==> src/rtl/serial_adder_ctrl.sv <==
// Bit-serial WIDTH-bit adder: one full-adder cell, LSB first, carry held in a flop.
// Operands in and result out over valid/ready handshakes; latency WIDTH cycles.
module serial_adder_ctrl #(
  parameter int unsigned WIDTH = 8
) (
  input  logic             clk,
  input  logic             rst,
  input  logic             in_valid,
  output logic             in_ready,
  input  logic [WIDTH-1:0] a,
  input  logic [WIDTH-1:0] b,
  input  logic             cin,
  output logic             out_valid,
  input  logic             out_ready,
  output logic [WIDTH-1:0] sum,
  output logic             cout,
  output logic             overflow
);

  localparam int unsigned     CntW    = (WIDTH > 1) ? $clog2(WIDTH) : 1;
  localparam logic [CntW-1:0] LastCnt = CntW'(WIDTH - 1);

  localparam logic [1:0] StIdle = 2'd0;
  localparam logic [1:0] StRun  = 2'd1;
  localparam logic [1:0] StDone = 2'd2;

  logic [1:0]       state_q, state_d;
  logic [CntW-1:0]  count_q, count_d;
  logic             carry_q, carry_d;
  logic [WIDTH-1:0] sh_a_q, sh_a_d;
  logic [WIDTH-1:0] sh_b_q, sh_b_d;
  logic [WIDTH-1:0] sum_q, sum_d;
  logic             cout_q, cout_d;
  logic             ovf_q, ovf_d;

  logic cell_sum, cell_carry;

  assign cell_sum   = sh_a_q[0] ^ sh_b_q[0] ^ carry_q;
  assign cell_carry = (sh_a_q[0] & sh_b_q[0]) | (sh_a_q[0] & carry_q) | (sh_b_q[0] & carry_q);

  always_comb begin
    state_d = state_q;
    count_d = count_q;
    carry_d = carry_q;
    sh_a_d  = sh_a_q;
    sh_b_d  = sh_b_q;
    sum_d   = sum_q;
    cout_d  = cout_q;
    ovf_d   = ovf_q;
    case (state_q)
      StIdle: begin
        if (in_valid) begin
          sh_a_d  = a;
          sh_b_d  = b;
          carry_d = cin;
          count_d = '0;
          state_d = StRun;
        end
      end
      StRun: begin
        sh_a_d  = sh_a_q >> 1;
        sh_b_d  = sh_b_q >> 1;
        // Sum enters at the MSB so after WIDTH shifts bit 0 lands in sum[0].
        sum_d             = sum_q >> 1;
        sum_d[WIDTH-1]    = cell_sum;
        carry_d = cell_carry;
        count_d = count_q + 1'b1;
        if (count_q == LastCnt) begin
          // carry_q is still the carry into the MSB at this point.
          cout_d  = cell_carry;
          ovf_d   = carry_q ^ cell_carry;
          state_d = StDone;
        end
      end
      StDone: begin
        if (out_ready) state_d = StIdle;
      end
      default: state_d = StIdle;
    endcase
  end

  always_ff @(posedge clk or posedge rst) begin
    if (rst) begin
      state_q <= StIdle;
      count_q <= '0;
      carry_q <= 1'b0;
      sh_a_q  <= '0;
      sh_b_q  <= '0;
      sum_q   <= '0;
      cout_q  <= 1'b0;
      ovf_q   <= 1'b0;
    end else begin
      state_q <= state_d;
      count_q <= count_d;
      carry_q <= carry_d;
      sh_a_q  <= sh_a_d;
      sh_b_q  <= sh_b_d;
      sum_q   <= sum_d;
      cout_q  <= cout_d;
      ovf_q   <= ovf_d;
    end
  end

  assign in_ready  = (state_q == StIdle);
  assign out_valid = (state_q == StDone);
  assign sum       = sum_q;
  assign cout      = cout_q;
  assign overflow  = ovf_q;

endmodule

==> config.mk <==
export PLATFORM = sky130hd
export DESIGN_NAME = serial_adder_ctrl
export DESIGN_NICKNAME = d
export VERILOG_FILES = /design/src/rtl/serial_adder_ctrl.sv
export SDC_FILE = /design/constraint.sdc
export NUM_CORES = 1
export LEC_CHECK = 0
export ABC_AREA = 1
export CORE_ASPECT_RATIO = 0.6
export CORE_MARGIN = 2
export CORE_UTILIZATION = 40
export DETAILED_ROUTE_END_ITERATION = 8
export PLACE_DENSITY = 0.64
export SYNTH_ARGS = -nofsm -noshare
export SYNTH_HDL_FRONTEND = slang
export SYNTH_SLANG_ARGS = --single-unit
export TNS_END_PERCENT = 100
==> constraint.sdc <==
create_clock -name clk -period 1.7 [get_ports clk]
set_input_delay 0.255 -clock clk [delete_from_list [all_inputs] [get_ports clk]]
set_output_delay 0.255 -clock clk [all_outputs]
set_load 0.05 [all_outputs]
* Yosys cells after proc, flatten, opt, wreduce, memory -nomap -nowiden
Index checks and enable logic that the tools add are counted.
** Word-level totals
- Memory bits (writable) :: 0
- Memories :: 0
- ROM bits :: 0
- Output and inout port bits :: 12
- Bits in registers :: 32
- Bits in latches :: 0
** Operators by class
- Equality and inequality tests :: 6
- Muxes and demuxes :: 12
- Bitwise logic cells :: 8
- Reductions and logical operators :: 5
- Shift operators :: 0
- $add $sub $neg :: 1
- Order comparisons :: 0
- Div/mod/pow operators :: 0
- Multipliers :: 0
** Operators by type and width (number)
- $pmux W8 S2 :: 2
- $mux W8 :: 2
- $mux W2 :: 3
- $pmux W2 S3 :: 1
- $pmux W3 S2 :: 1
- $ne A2 B2 Y1 const B :: 2
- $reduce_and A2 Y1 :: 2
- $add A3 B1 Y3 const B :: 1
- $and A1 B1 Y1 :: 3
- $eq A3 B3 Y1 const B :: 1
- $mux W3 :: 1
- $reduce_and A3 Y1 :: 1
- $xor A1 B1 Y1 :: 3
- $eq A2 B1 Y1 const B :: 1
- $eq A2 B2 Y1 const B :: 1
- $logic_not A2 Y1 :: 1
- $ne A2 B1 Y1 const B :: 1
- $or A1 B1 Y1 :: 2
- $pmux W1 S2 :: 1
- $reduce_bool A2 Y1 :: 1
- $mux W1 :: 1

* Depth between registers and ports, before layout
Gate-level depths: netlist of the first run.
- Word-level depth :: 4
- Gate-level depth with buffers :: 7
- Depth with buffers taken out :: 6

* Least setup slack after synthesis of the first run
Ideal clock, no wire load.
- Path kind :: flip-flop to flip-flop
- From :: register state_q[0]
- To :: register sh_a_q[7]
- Cell stages (with the launch flop) :: 5
- Data arrival time :: 1.511 ns
- Path buffers :: 1
- Library setup time :: 0.083 ns
- Setup slack :: 0.106 ns
- Cells stage by stage :: dfrtp_1 -> buf_2 -> nor2_1 -> nand3_1 -> o21ai_0
** On the way
- Cells in the longest elaborated chain, start to end :: 3
** RTL lines
- start: declaration :: line 27 : logic [1:0] state_q, state_d;
- start signal: assignment :: line 84 : state_q <= StIdle;
- start signal: assignment :: line 93 : state_q <= state_d;
- $logic_not A2 Y1 *
- net in_ready :: line 9 : output logic in_ready,
- $ne A2 B2 Y1 (no line) / $reduce_bool A2 Y1 (equally long branches)
- $reduce_and A2 Y1 (no line)
- end signal: assignment :: line 87 : sh_a_q <= '0;
- end signal: assignment :: line 96 : sh_a_q <= sh_a_d;
- end: declaration :: line 30 : logic [WIDTH-1:0] sh_a_q, sh_a_d;
Mark *: on every way through the listed nets, which the timed path passes. The rest lies on a longest branch.
A chain may end at the register's enable or synchronous reset.

* Worst setup path in the final report of the first run
- From :: register state_q[0]
- To :: output in_ready
** On the way
- Cells in the longest elaborated chain, start to end :: 1
** RTL lines
- $logic_not A2 Y1 :: line 104 : assign in_ready = (state_q == StIdle);
- end: declaration :: line 9
Every way passes these cells.

==> results of run 1 <==
-- synth_stat cells, drive strengths merged --
library cell,number
a21oi,2
buf,7
dfrtp,32
fa,1
ha,2
inv,35
nand2,95
nand3,17
nor2,5
o21ai,5
o31ai,1
xor2,1
-- cells by family after synthesis --
family,after synthesis,share of synthesized area
AOI/OAI and AO/OA,8,0.0296
xor gates and xnor gates,1,0.00561
adders and majority gates,3,0.0288
buffers and inverters,42,0.118
DFF,32,0.512
and+or+nand+nor,117,0.306
-- flip-flops by register name, indices dropped and copies added, names as in the netlist --
signal,count
carry_q,1
sh_a_q,8
overflow,1
sh_b_q,8
cout,1
sum,8
state_q,2
count_q,3
-- final timing paths --
kind,endpoint,cells past startpoint,slack (ns)
max in group asynchronous,sum[4],3,1.06
max,in_ready,2,0.10
max reg2reg,sh_a_q[4],5,0.29
min in group clk,sh_b_q[6],2,0.48
min reg2reg,sh_b_q[6],2,0.48
min,sh_b_q[0],3,0.35
-- report_power, final --
group	internal [uW]	switching (uW)	total [uW]	leakage, uW
Clock	323	284	607	0.0000510
Combinational	644	1190	1830	0.000685
Sequential	1110	234	1340	0.000398
-- cells in the final DEF, fill, tap and decap left out, types with 4 or more instances in the layout --
cell type,synthesis,routed
nand2_1,92,92
clkbuf_8,0,6
dfrtp_1,32,32
nor2_1,5,5
nand3_1,17,17
clkdlybuf4s50_1,0,20
inv_1,33,33
buf_4,0,14
o21ai_0,4,4
-- layer usage --
metal | wire length (um) | part of all wire | up-vias
li1 | - | - | 670
met1 | 1690 | 0.54 | 566
met2 | 1270 | 0.40 | 28
met3 | 157 | 0.050 | 4
met4 | 37 | 0.012 | 0
met5 | 0 | 0 | -
-- final cells by class --
| cell class | instances | area (um^2) |
|---|---|---|
| tap | 47 | 58.8 |
| inverter | 35 | 136 |
| multi-input combinational | 129 | 578 |
| timing repair buffer | 36 | 345 |
| fill | 368 | 1690 |
| sequential | 32 | 801 |
| clock inverter | 2 | 10.0 |
| clock buffer | 6 | 82.6 |
-- critical path: stages, from the launching register on --
cell	delay, ns
dfrtp_1	0.54
nor2_1	0.33
buf_12	0.18
-- metrics by stage --
| step | hold slack, ns | power, uW | cells | utilization |
|---|---|---|---|---|
| after global placement | 0.464 | 3180 | 279 | 0.519 |
| final | 0.350 | 3780 | 287 | 0.544 |
| after global routing | 0.400 | 4130 | 287 | 0.544 |
| after floorplan | 0.352 | 2690 | 203 | - |
| after CTS | 0.360 | 3820 | 287 | 0.544 |
| after detailed placement | 0.466 | 3200 | 279 | 0.519 |
==> impl_metrics.yaml, run 1 <==
status:
  status: "complete, no violations"
final_layout:
  area_growth_pct: 28.7
  fin_nets: 263
  antenna_cells: 0
  fin_area_um2: 2010
  drive_above_1_share: 0.125
clock_network:
  tritoncts: "built"
  cts.clk_slew.worst_paths_ns: 0.07
  clk_path_buf_depth: 2
  cts_sinks: 32
  clk_latency_ns: 0.29
  ctsResizeCount: 0
  root_buffer: "clkbuf_8"
  postCtsSetupBuffers: 0
  ctsHoldBuffers: 0
  numCtsBuffers: 5
  htreeDepth: 2
routing:
  drtIter0Drc: 63
  dr.pass1.iters: 4
  viasPerCell: 4.42
  num_vias: 1268
  drcViolationCount: 0
  drt_wl_total_um: 3160
  routedWlPerCell_um: 11.0
  ant_nets: 0
pwr:
  p_per_area_nw_per_um2: 1880
  p_leak_uw: 0.00113
  max-vdd-ir-drop_v: 0.00101
sta:
  min_period_over_period: 0.939
  max_slew_margin: 0.693
  grt_setup_unrepaired: "no"
  worst_slack_ns: 0.104
  worstMarginPinSlew_ns: 0.460
  final.setup.tns_ns: 0
  setup_viol: 0
  slew_viol_final: 0
  hold_viol_final: 0
  max_freq_mhz: 627
  period_minus_slack_ns: 1.60
  fin_skew_ns: 0.00573
critical_path:
  worstSetupEndpointType: "output port"
  worstSetupStartpointType: "register"
  timing.critical_path.from: "state_q[0]"
  crit_type: "reg2out"
  crit_required_ns: 1.44
  cp_max_fo: 13
  reg2reg_from: "state_q[0]"
  arrival_ns: 1.34
floorplan:
  fp.dieW_um: 84.7
  io_pins: 33
  initial_core_util: 0.422
  rows: 17
  die_y_um: 52.4
  design.die.area_um2: 4440
  core_region_area_um2: 3700
global_routing:
  gr-total-overflow: 0
  met3_usage: 0.0488
  grt_max_degree: 33
  grtUsageMet1: 0.231
  antenna_found_initial: 0
  grt.busiest_layer: "met2"
  grt_pass1_vias: 1228
  grt_util_met2: 0.240
  grt.total_usage: 0.167
  grt_pass1_wl_um: 5550
place:
  dp_slack_ns: 0.259
  dp_hpwl_um: 2180
  gp_congestion: 0.800
  portBuffers: 32
  place_area_um2: 1920
flow_run:
  maxCapViolCount: 0
synthesis:
  netlist_area_um2: 1560
  synth_cell_types: 19
  yosysTopAreaCell: "dfrtp_1"
  synthCells: 203
  ys_ff_latch: 32
  ys_seq_area_frac: 0.512
  syn_nets: 227
  syn_area_per_cell_um2: 7.70
  synth_warnings: 0
  synth_area_leaders: "dfrtp_1 51%, nand2_1 22%, inv_1 7.9%, nand3_1 5.4%, buf_2 1.6%"
  synth_top_area_share: 0.512
hold_path:
  hold_class: "in2async"
Power figures use the tool's default switching activity.
==> run 2: changes to the inputs <==
RECOVER_POWER = 50   (was unset)
REMOVE_ABC_BUFFERS = 1   (was unset)
==> impl_metrics.yaml, run 2 (same netlist as run 1, synthesis figures left out) <==
status:
  status: "complete, no violations"
place:
  gp_congestion: 0.697
  dp_hpwl_um: 2110
  portBuffers: 32
pwr:
  power.total_uw: 3690
  p_leak_uw: 0.00110
  max-vdd-ir-drop_v: 0.00101
  p_per_area_nw_per_um2: 1860
sta:
  setup_viol: 0
  max_freq_mhz: 675
  period_minus_slack_ns: 1.48
  fin_skew_ns: 0.00410
  min_period_over_period: 0.872
  worstMarginPinSlew_ns: 0.793
  max_slew_margin: 0.471
  hold_viol_final: 0
  final.setup.tns_ns: 0
  grt_setup_unrepaired: "no"
  slew_viol_final: 0
clock_network:
  cts_sinks: 32
  htreeDepth: 2
  numCtsBuffers: 5
  postCtsSetupBuffers: 0
  tritoncts: "built"
  clk_path_buf_depth: 2
  ctsHoldBuffers: 0
  cts.clk_slew.worst_paths_ns: 0.06
  clk_latency_ns: 0.28
  ctsResizeCount: 0
  root_buffer: "clkbuf_8"
final_layout:
  drive_above_1_share: 0.0921
  seq_area_um2: 801
  antenna_cells: 0
  final_common_cell: "nand2_1"
  fin_nets: 262
  nFillCells: 386
  final_cell_mix: "92 x nand2_1, 33 x inv_1, 32 x dfrtp_1"
  multi_input_comb_area_um2: 578
  area_growth_pct: 26.7
critical_path:
  cp_max_fo: 7
  worstSetupStartpointType: "register"
  crit_family: "flip-flops"
  cpPeakStageDelay_ns: 0.47
  path_depth: 2
  rr_endpoint: "sh_b_q[5]"
  crit_required_ns: 1.44
  timing.critical_path.from: "state_q[0]"
  crit_type: "reg2out"
  worstSetupEndpointType: "output port"
  r2r_cells: 5
  r2r_slack_ns: 0.33
  cp_num_buf_inv: 1
  crit_chain: "nor2_1, buf_12"
  worstSetupEndpoint: "in_ready"
  arrival_ns: 1.23
  reg2reg_from: "state_q[0]"
  cp_slowest_cell: "dfrtp_1"
global_routing:
  grt.total_usage: 0.160
  gr-total-overflow: 0
  antenna_found_initial: 0
  grt_pass1_vias: 1199
  grt_pass1_wl_um: 5410
  grt_max_degree: 33
floorplan:
  rows: 17
  design.die.area_um2: 4440
  die_y_um: 52.4
  io_pins: 33
  initial_core_util: 0.422
  core_region_area_um2: 3700
  fp.dieW_um: 84.7
routing:
  drt_wl_total_um: 3060
  ant_nets: 0
  viasPerCell: 4.39
  drtIter0Drc: 60
  drcViolationCount: 0
  num_vias: 1255
  dr.pass1.iters: 4
  routedWlPerCell_um: 10.7
flow_run:
  maxCapViolCount: 0
hold_path:
  hold_class: "reg2reg"
-- run 2: worst min path at each step --
| stage | from | endpoint | slack (ns) | depth (start not counted) |
|---|---|---|---|---|
| 6_report | sh_a_q[5] | sh_a_q[5] | 0.48 | 2 |
| 3_5_place_dp | sh_a_q[5] | sh_a_q[5] | 0.47 | 2 |
| 5_1_grt | sh_a_q[1] | sh_a_q[1] | 0.50 | 2 |
| 2_1_floorplan | out_ready | state_q[1] | 0.35 | 1 |
| 4_1_cts | rst | sum[0] | 0.37 | 3 |
| 3_3_place_gp | sh_a_q[5] | sh_a_q[5] | 0.46 | 2 |
-- run 2: final cells by class --
type | count | area share
Multi-Input combinational cell | 129 | 0.292
Tap cell | 47 | 0.0297
Sequential cell | 32 | 0.404
Clock buffer | 8 | 0.0455
Timing Repair Buffer | 35 | 0.160
Inverter | 35 | 0.0689
-- run 2: power by group --
| group | leakage [uW] | switching, uW | internal [uW] |
|---|---|---|---|
| sequential | 0.000398 | 226 | 1110 |
| clock | 0.0000455 | 264 | 330 |
| combinational | 0.000660 | 1180 | 579 |
-- run 2: worst register-to-register path, cell delays in order, from the launching register on --
cell and delay, ns:
dfrtp_1 0.47, nand2_4 0.28, nand2_4 0.22, inv_6 0.20, nand2_1 0.09, nand2_1 0.06
-- run 2: metrics by stage --
stage	hold WS, ns	util	cells	instance area, um^2	setup slack (ns)
6_report	0.481	0.535	286	1980	0.218
5_1_grt	0.504	0.535	286	1980	0.154
4_1_cts	0.367	0.541	286	2000	0.213
3_5_place_dp	0.466	0.517	278	1910	0.273
3_3_place_gp	0.464	0.517	278	1910	0.277
2_1_floorplan	0.352	-	196	1520	0.0416
-- run 2: routing by layer --
| layer | routed length [um] | up-vias | GRT usage |
|---|---|---|---|
| met2 | 1150 | 24 | 0.234 |
| met1 | 1700 | 556 | 0.220 |
| met3 | 187 | 4 | 0.0724 |
| met5 | 0 | - | 0 |
| met4 | 23 | 0 | 0.0317 |
| li1 | - | 671 | - |
==> run 3: changes to the inputs <==
CORE_UTILIZATION = 50   (was 40)
PLACE_DENSITY = 0.78   (was 0.64)
TNS_END_PERCENT = unset   (was 100)
==> impl_metrics.yaml, run 3 (same netlist as run 1, synthesis figures left out) <==
status:
  status: "complete, no violations"
place:
  place_area_um2: 1910
  dp_slack_ns: 0.270
  gp_congestion: 0.757
  portBuffers: 32
  dp_hpwl_um: 2210
sta:
  max_freq_mhz: 684
  slew_viol_final: 0
  period_minus_slack_ns: 1.46
  hold_viol_final: 0
  setup_viol: 0
  grt_setup_unrepaired: "no"
  holdWs_ns: 0.483
  min_period_over_period: 0.860
  max_slew_margin: 0.484
  final.setup.tns_ns: 0
  worst_slack_ns: 0.238
  fin_skew_ns: 0.00849
  worstMarginPinSlew_ns: 0.774
critical_path:
  r2r_slack_ns: 0.39
  reg2reg_from: "state_q[1]"
  crit_type: "reg2out"
  cpPeakStageDelay_ns: 0.45
  cp_slowest_cell: "dfrtp_1"
  crit_family: "flip-flops"
  worstSetupEndpoint: "in_ready"
  r2r_cells: 6
  cp_num_buf_inv: 1
  crit_chain: "nor2_1, buf_12"
  timing.critical_path.from: "state_q[0]"
  cp_max_fo: 6
  rr_endpoint: "sh_a_q[0]"
  arrival_ns: 1.21
  worstSetupStartpointType: "register"
  crit_required_ns: 1.44
  worstSetupEndpointType: "output port"
  path_depth: 2
clock_network:
  tritoncts: "built"
  ctsHoldBuffers: 0
  numCtsBuffers: 5
  ctsResizeCount: 0
  cts_sinks: 32
  root_buffer: "clkbuf_8"
  cts.clk_slew.worst_paths_ns: 0.07
  htreeDepth: 2
  postCtsSetupBuffers: 0
  clk_path_buf_depth: 2
  clk_latency_ns: 0.29
global_routing:
  grt_max_degree: 33
  met3_usage: 0.0788
  grt.busiest_layer: "met1"
  grt_pass1_wl_um: 5140
  grt_pass1_vias: 1114
  grt.total_usage: 0.195
  antenna_found_initial: 0
  grt_util_met2: 0.277
  grtUsageMet1: 0.280
  gr-total-overflow: 0
final_layout:
  fin_area_um2: 2000
  fin_util: 0.683
  nFillCells: 262
  area_growth_pct: 27.9
  fin_nets: 263
  drive_above_1_share: 0.0958
  antenna_cells: 0
  seq_area_um2: 801
  final_common_cell: "nand2_1"
  multi_input_comb_area_um2: 578
  final_cell_mix: "92 x nand2_1, 34 x inv_1, 32 x dfrtp_1"
routing:
  ant_nets: 0
  num_vias: 1292
  dr.pass1.iters: 4
  drtIter0Drc: 52
  routedWlPerCell_um: 11.1
  drcViolationCount: 0
  drt_wl_total_um: 3120
  viasPerCell: 4.58
floorplan:
  die_y_um: 47.3
  io_pins: 33
  initial_core_util: 0.534
  core_region_area_um2: 2930
  fp.dieW_um: 76.2
  design.die.area_um2: 3600
  rows: 15
flow_run:
  maxCapViolCount: 0
pwr:
  p_leak_uw: 0.00112
  max-vdd-ir-drop_v: 0.00140
  p_per_area_nw_per_um2: 1930
hold_path:
  hold_class: "reg2reg"
run 3: worst min-delay path by stage:
stage,to,cells after the start,start
finish,sh_a_q[2],2,sh_a_q[2]
global route,sh_a_q[2],2,sh_a_q[2]
CTS,sh_b_q[6],3,rst
detailed placement,sum[0],2,sum[0]
global placement,sh_a_q[6],2,sh_a_q[6]
floorplan,state_q[1],1,out_ready
run 3: power breakdown:
group / switching, uW / leakage [uW] / total, uW / internal [uW]
logic: 1210 / 0.000665 / 1810 / 598
registers: 225 / 0.000398 / 1330 / 1110
clock network: 278 / 0.0000552 / 712 / 434
run 3: worst register-to-register path, delay by kind of cell (launching register included):
kind          cells  cell delay, ns
flops             1            0.41
simple gates      4            0.51
buf+inv           2            0.29
run 3: layout make-up:
cell class,count,area share
clock inverter,2,0.0175
tap,42,0.0263
multi-input combinational,129,0.289
clock buffer,6,0.0363
timing repair buffer,36,0.162
sequential,32,0.401
inverter,35,0.0682
run 3: routing by layer:
metal,wire [um],share of wire
met1,1680,0.54
met2,1230,0.39
met3,189,0.061
met4,29,0.0093
met5,0,0
run 3: per-stage QoR:
step | std cells | total power, uW
after floorplan | 196 | 2610
after global placement | 274 | 3140
after detailed placement | 274 | 3200
after CTS | 282 | 3920
after global routing | 282 | 4160
final | 282 | 3850
